`src/rtl/data_mem_responder.sv`:
```
// Single-outstanding load/store responder over a word-organised data RAM.
// Performs RISC-V byte/halfword/word lane steering, load extension and access checks.
module data_mem_responder #(
  parameter int DEPTH_LOG2  = 6,
  parameter int WAIT_CYCLES = 2
) (
  input  logic        clk,
  input  logic        reset,
  input  logic        req_valid,
  output logic        req_ready,
  input  logic        req_we,
  input  logic [31:0] req_addr,
  input  logic [31:0] req_wdata,
  input  logic [2:0]  req_funct3,
  output logic        rsp_valid,
  input  logic        rsp_ready,
  output logic [31:0] rsp_rdata,
  output logic        rsp_err,
  output logic        busy
);

  localparam int DEPTH = 1 << DEPTH_LOG2;
  localparam logic [3:0] WAIT_INIT = (WAIT_CYCLES == 0) ? 4'd0 : 4'(WAIT_CYCLES - 1);

  typedef enum logic [1:0] {IDLE, WAIT, RESP} state_t;

  state_t      state_reg, state_next;
  logic [3:0]  cnt_reg, cnt_next;
  logic        we_reg;
  logic [31:0] addr_reg, wdata_reg;
  logic [2:0]  funct3_reg;

  logic        accept, commit, wr_en;
  logic        op_we;
  logic [31:0] op_addr, op_wdata;
  logic [2:0]  op_f3;
  logic        f3_bad, misalign, out_range, err;
  logic [DEPTH_LOG2-1:0] idx;
  logic [3:0]  lane_en;
  logic [31:0] wdata_lane, rd_word, fmt_data, load_data;
  logic [7:0]  rd_byte;
  logic [15:0] rd_half;

  assign accept = req_valid && (state_reg == IDLE);

  always_comb begin
    state_next = state_reg;
    cnt_next   = cnt_reg;
    commit     = 1'b0;
    req_ready  = 1'b0;
    rsp_valid  = 1'b0;
    busy       = 1'b1;
    case (state_reg)
      IDLE: begin
        req_ready = 1'b1;
        busy      = 1'b0;
        if (req_valid) begin
          if (WAIT_CYCLES == 0) begin
            state_next = RESP;
            commit     = 1'b1;
          end else begin
            state_next = WAIT;
            cnt_next   = WAIT_INIT;
          end
        end
      end
      WAIT: begin
        if (cnt_reg == 4'd0) begin
          state_next = RESP;
          commit     = 1'b1;
        end else begin
          cnt_next = cnt_reg - 4'd1;
        end
      end
      RESP: begin
        rsp_valid = 1'b1;
        if (rsp_ready) state_next = IDLE;
      end
      default: state_next = IDLE;
    endcase
  end

  // With zero wait states the commit happens on the accepting edge, so use the live request.
  assign op_we    = (state_reg == IDLE) ? req_we     : we_reg;
  assign op_addr  = (state_reg == IDLE) ? req_addr   : addr_reg;
  assign op_wdata = (state_reg == IDLE) ? req_wdata  : wdata_reg;
  assign op_f3    = (state_reg == IDLE) ? req_funct3 : funct3_reg;

  assign f3_bad    = (op_f3 == 3'b011) || (op_f3[2:1] == 2'b11) || (op_we && op_f3[2]);
  assign misalign  = ((op_f3[1:0] == 2'b01) && op_addr[0]) ||
                     ((op_f3[1:0] == 2'b10) && (op_addr[1:0] != 2'b00));
  assign out_range = |op_addr[31:DEPTH_LOG2+2];
  assign err       = f3_bad || misalign || out_range;
  assign idx       = op_addr[DEPTH_LOG2+1:2];
  assign wr_en     = commit && reset && op_we && !err;

  always_comb begin
    lane_en    = 4'b1111;
    wdata_lane = op_wdata;
    case (op_f3[1:0])
      2'b00: begin
        lane_en    = 4'b0001 << op_addr[1:0];
        wdata_lane = {4{op_wdata[7:0]}};
      end
      2'b01: begin
        lane_en    = op_addr[1] ? 4'b1100 : 4'b0011;
        wdata_lane = {2{op_wdata[15:0]}};
      end
      default: ;
    endcase
  end

  genvar gi;
  generate
    for (gi = 0; gi < 4; gi++) begin : g_lane
      logic [7:0] bank [DEPTH];
      always_ff @(posedge clk) begin
        if (wr_en && lane_en[gi]) bank[idx] <= wdata_lane[8*gi +: 8];
      end
      assign rd_word[8*gi +: 8] = bank[idx];
    end
  endgenerate

  assign rd_byte = rd_word[8*op_addr[1:0] +: 8];
  assign rd_half = op_addr[1] ? rd_word[31:16] : rd_word[15:0];

  always_comb begin
    fmt_data = rd_word;
    case (op_f3)
      3'b000:  fmt_data = {{24{rd_byte[7]}}, rd_byte};
      3'b001:  fmt_data = {{16{rd_half[15]}}, rd_half};
      3'b100:  fmt_data = {24'd0, rd_byte};
      3'b101:  fmt_data = {16'd0, rd_half};
      default: fmt_data = rd_word;
    endcase
  end

  assign load_data = (op_we || err) ? 32'd0 : fmt_data;

  always_ff @(posedge clk or negedge reset) begin
    if (!reset) begin
      state_reg  <= IDLE;
      cnt_reg    <= 4'd0;
      we_reg     <= 1'b0;
      addr_reg   <= 32'd0;
      wdata_reg  <= 32'd0;
      funct3_reg <= 3'd0;
      rsp_rdata  <= 32'd0;
      rsp_err    <= 1'b0;
    end else begin
      state_reg <= state_next;
      cnt_reg   <= cnt_next;
      if (accept) begin
        we_reg     <= req_we;
        addr_reg   <= req_addr;
        wdata_reg  <= req_wdata;
        funct3_reg <= req_funct3;
      end
      if (commit) begin
        rsp_rdata <= load_data;
        rsp_err   <= err;
      end
    end
  end

endmodule

```
`config.mk`:
```
export PLATFORM = sky130hd
export DESIGN_NAME = data_mem_responder
export DESIGN_NICKNAME = d
export VERILOG_FILES = /design/src/rtl/data_mem_responder.sv
export SDC_FILE = /design/constraint.sdc
export NUM_CORES = 2
export LEC_CHECK = 0
export ABC_AREA = 1
export BUFFER_PORTS_ARGS = -buffer_cell sky130_fd_sc_hd__buf_2
export CAP_MARGIN = 0
export CELL_PAD_IN_SITES_DETAIL_PLACEMENT = 1
export CELL_PAD_IN_SITES_GLOBAL_PLACEMENT = 1
export CORE_MARGIN = 5
export CORE_UTILIZATION = 30
export CTS_BUF_LIST = sky130_fd_sc_hd__clkbuf_4 sky130_fd_sc_hd__clkbuf_8
export DETAILED_ROUTE_END_ITERATION = 16
export PLACE_DENSITY_LB_ADDON = 0.3
export SLEW_MARGIN = 20
export SYNTH_ARGS = -nofsm -noshare
export SYNTH_HDL_FRONTEND = slang
export SYNTH_SLANG_ARGS = --single-unit
```
`constraint.sdc`:
```
create_clock -name clk -period 4.82 [get_ports clk]
set_input_delay 0.482 -clock clk [delete_from_list [all_inputs] [get_ports clk]]
set_output_delay 0.482 -clock clk [all_outputs]
set_load 0.01 [all_outputs]
```
# Word-level counts from Yosys, hierarchy flattened
# Memories as Yosys holds them, arrays and structs flattened.
# Index checks and enable logic that the tools add are counted.
# op_classes
n_reduce_logical,27
n_mux,30
n_addsub,1
n_eq_ne,13
n_mul,0
n_shift,2
bitwise_logic,0
div_mod_pow,0
order_cmp,0
# ops
operator,count
$pmux 32 s4,1
$mux 32,3
$pmux 32 s2,1
$shiftx 32x6->8,1
$reduce_or 24->1,1
$mux 16,1
$pmux 4 s2,2
$mux 1,14
$mux 4,3
$logic_and 1x1->1,11
$ne 2x2->1 const B,4
$eq 2x2->1 const B,3
$eq 3x3->1 const B,2
$logic_or 1x1->1,6
$mux 2,3
$pmux 2 s3,1
$reduce_and 3->1,2
$eq 2x1->1 const B,2
$logic_not 2->1,2
$logic_not 4->1,1
$reduce_bool 2->1,2
$shl 1x2->4 const A,1
$sub 4x1->4 const B,1
$eq 3x1->1 const B,1
4 further kinds,4
# word_totals
rom_bits,0
ramBits,2048
regBits,107
memories,4
latchBits,0
in_bits,72
# memory_table
name,words,width,read_ports,rd_ports_with_merged_regs,wr,line_no,text
g_lane[0].bank,64,8,1,0,1,116,logic [7:0] bank [DEPTH];
g_lane[1].bank,64,8,1,0,1,116,
g_lane[2].bank,64,8,1,0,1,116,
g_lane[3].bank,64,8,1,0,1,116,

# Depth between registers and ports, before layout
# logic_depth
ltp_word,12
depth_mapped,23

# Least setup slack after synthesis
# Ideal clock, no wire load.
# synth_timing
path_type,reg2reg
startpoint,register state_reg[0]
endpoint,"memory g_lane[2].bank[0][0], data pin"
path_stages_with_launch,11
arrival_ns,4.042
setup_slack_ns,0.077
n_path_buf,3
t_required_ns,4.118
setup_ns,0.702
path_cell_list,dfrtp_1 inv_2 nand2_4 buf_2 nand2_1 inv_1 a21oi_4 inv_2 buf_2 clkbuf_1 o21ai_0
# synth_between
elab_chain_len,4
# synth_lines
element,line_no,text
start: declaration,27,"state_t state_reg, state_next;"
start signal: assignment,151,state_reg <= state_next;
$logic_not 2->1 (*),"86, 87",
$mux 3,87,assign op_f3 = (state_reg == IDLE) ? req_funct3 : funct3_reg;
$eq 2x1->1 or $logic_not 2->1 (tied branches),100,case (op_f3[1:0])
$pmux 32 s2 (*),100,
net wdata_lane[16],40,"logic [31:0] wdata_lane, rd_word, fmt_data, load_data;"
end: declaration,116,
# Mark *: on every way through the listed nets, which the timed path passes. The rest lies on a longest branch.

# Final worst setup path
# layout_timing
startpoint,register state_reg[0]
endpoint,memory g_lane[3].bank[39][4] (enable)
# layout_between
elab_chain_len,12
# layout_lines
element,line_no,text
$logic_not 2->1,"84, 85, 87",
$mux 3 or $mux 32 (tied branches),"87, 85",
$eq 3x2->1 (tied with other cells),89,assign f3_bad = (op_f3 == 3'b011) || (op_f3[2:1] == 2'b11) || (op_we && op_f3[2]);
$logic_or 1x1->1 (tied with other cells),89,
"$logic_or 1x1->1, on equally long branches","89, 90",
$logic_or 1x1->1 (2 in series),93,assign err = f3_bad || misalign || out_range;
$logic_not 1->1,95,assign wr_en = commit && reset && op_we && !err;
$logic_and 1x1->1,95,
$logic_and 1x1->1,118,if (wr_en && lane_en[gi]) bank[idx] <= wdata_lane[8*gi +: 8];
$mux 1,118,
$mux 1 (not written as such),118,
end: declaration,116,
# Parallel ways exist; a longest one is shown, timed or not.

==> metrics.yaml <==
start_util: 0.301
syn_to_final_growth_pct: 17.1
path_cells: "o21ai_0 -> nand2_8 -> nor2_4 -> nand2_8 -> inv_1 -> nand2_1 -> nor2_1 -> buf_4"
multiInputGateArea_um2: 20500
maxSlewHeadroom: 0.193
drt-pass1-iter-count: 5
finalCritPeriodShare: 0.966
cts_root_buf: "clkbuf_8"
die_h_um: 547
netlist.area_leader.share: 0.710
gr-usage-met3: 0.0381
grt_usage: 0.206
numPortBuffers: 107
setup_slack_ns: 0.165
finalCriticalPeriod_ns: 4.66
grt_pass1_vias: 62582
crit_slowest_cell: "nor2_4"
hp-class: "primary input to async pin"
synth-seq-cells: 2155
synth_edf_count: 2048
yosys_warnings: 0
largest_reg_flops: 2048
numCtsBuffers: 368
clk_pin_slew_ns: 0.07
drive_gt1_frac: 0.143
largest_register: "g_lane.bank"
dp_hpwl_um: 199000
grt_max_degree: 133
num_vias: 60587
cts_hold_buf: 70
rsz0062_at_grt: "false"
grt-busiest-layer: "met2"
grt_antenna_before_repair: 18
tritoncts: "built"
synthesis.area_um2: 86600
htreeDepth: 5
fin_area_um2: 101000
critPathKind: "flip-flop to flip-flop"
fin_tns_setup_ns: 0
place_ws_ns: 0.365
final_hold_viol_count: 0
drc: 0
worst_path_dominant_cell_family: "simple AND/OR/NAND/NOR gates"
crit_arrival_ns: 5.30
cts_setup_buffers: 0
max_freq_ghz: 0.215
setup_viol: 0
clock_path_buffers: 4
synth_area_leaders: "edfxtp_1 71%, nor2_1 8.6%, nand2_1 6.3%"
use_met2: 0.333
synth_top_cell_by_area: "edfxtp_1"
cp-start-kind: "flip-flop"
synth_common_cells: "2,048 x edfxtp_1, 1,973 x nor2_1, 1,442 x nand2_1, 363 x o21ai_0, 245 x nand3_1"
power_density_nw_per_um2: 775
async_flop_share: 0.0497
use_met1: 0.275
cts_resized: 0
grt_pass1_wl_um: 453000
syn_area_per_cell_um2: 11.9
cp_common_cell: "nand2_8"
ys_seq_area_frac: 0.741
synth.distinct_cells: 39
nFillCells: 31109
clock_latency_ns: 1.01
cpPeakStageDelay_ns: 0.87
drt_iter0_drc: 6266
vdd_drop_max_v: 0.000841
path_buf_inv: 2
worstMarginPinSlew_ns: 1.21
wl_per_cell_um: 26.8
core_area_um2: 288000
path_max_fanout: 40
post-route-util: 0.352
io-pin-count: 108
num_rows: 197
cap_violations: 0
avgViaCountPerCell: 5.09
leakage_nw: 36.4
wl_um: 319000
fin_worst_skew_ns: 0.0867
drv_slew: 0
synthFlopType: "edfxtp_1"
die_x_um: 547
finalNetCount: 7900
dpl_cell_area_um2: 93700
gp_congestion: 0.856
postSynthCellCount: 7291
cp-end-kind: "flip-flop"
postRouteAntennaNets: 0
syn_nets: 7365
overflow: 0
outcome: "finished, final reports clean"
dieArea_um2: 300000
cts.sinks: 2155
cp.required_ns: 5.47
yosysMostFrequentCell: "edfxtp_1"
regArea_um2: 64200
[where the power goes]
| group | total [mW] | internal, mW | switching (mW) | leakage (nW) |
|---|---|---|---|---|
| Clock | 16.0 | 8.42 | 7.59 | 3.67 |
| Combinational | 35.5 | 7.71 | 27.8 | 12.8 |
| Sequential | 27.1 | 26.7 | 0.330 | 19.9 |
| Total | 78.6 | 42.8 | 35.7 | 36.4 |
[tightest hold or removal path, cell delays in order]
cell and delay, ns:
dlygate4sd3_1 0.53, buf_4 0.13, buf_4 0.54
[placed cells by master, fill, tap and decap left out, types with 5 or more instances in the layout]
| cell | n |
|---|---|
| inv_2 | 19 |
| buf_12 | 39 |
| clkinv_1 | 89 |
| buf_2 | 106 |
| o221ai_4 | 8 |
| buf_4 | 333 |
| clkbuf_8 | 375 |
| o21a_1 | 8 |
| o21ai_4 | 18 |
| dfrtp_1 | 107 |
| o211ai_1 | 10 |
| nand3_2 | 10 |
| nand2_8 | 14 |
| diode_2 | 10 |
| o22a_1 | 75 |
| clkbuf_4 | 148 |
| nor2_2 | 8 |
| inv_1 | 88 |
| buf_16 | 5 |
| nand3_1 | 245 |
| a21oi_1 | 45 |
| nand4_1 | 73 |
| nor2_4 | 7 |
| nor4_1 | 7 |
| nand2_1 | 1440 |
| nor3_4 | 7 |
| o21ai_0 | 348 |
| o22ai_1 | 170 |
| o21ai_1 | 124 |
| nand3b_1 | 11 |
| nor3_1 | 17 |
| nor2_1 | 1968 |
| edfxtp_1 | 2048 |
| clkinvlp_4 | 8 |
| clkinv_2 | 19 |
| dlygate4sd3_1 | 70 |
[metrics by stage]
stage                     power (mW)  instances  hold slack (ns)
after detailed placement        62.6      11165            0.468
after global routing            82.0      11891            0.180
after CTS                       78.7      11883            0.149
after floorplan                 45.9       7291            0.186
after global placement          61.9      11162            0.457
final                           78.6      11895            0.195
[path summary, 6_finish.rpt]
| path | start | end | slack (ns) | depth (start not counted) |
|---|---|---|---|---|
| worst max-delay path | state_reg[0] | g_lane[3].bank[39][4] | 0.16 | 8 |
| worst min-delay path | reset | addr_reg[5] | 0.19 | 3 |
| worst max register to register | state_reg[0] | g_lane[3].bank[39][4] | 0.16 | 8 |
| worst min register to register | wdata_reg[23] | wdata_reg[23] | 0.48 | 2 |
| max in group asynchronous | reset | rsp_rdata[2] | 3.22 | 4 |
| min in group clk | req_addr[19] | addr_reg[19] | 0.24 | 4 |
[final cells by class]
type,instances,share of cell area
flip-flops and latches,2155,0.633
multi-input cells,4638,0.202
clock buffers,523,0.0619
well taps,3781,0.0467
repair buffers,553,0.0459
clock inverters,125,0.00628
inverters,110,0.00407
diodes,10,0.000247
[cells by family after synthesis]
| logic type | synth area share |
|---|---|
| flops | 0.741 |
| compound gates | 0.0544 |
| simple gates | 0.175 |
| fa+ha+maj | 0.000289 |
| buf+inv | 0.0291 |
[layer usage]
layer / share of wire / vias to the layer above
met5: 0.00021 / -
met4: 0.043 / 10
met2: 0.46 / 2261
met1: 0.42 / 31245
met3: 0.071 / 616
li1: - / 26455
Note: power is estimated with default switching activity, not from simulation.
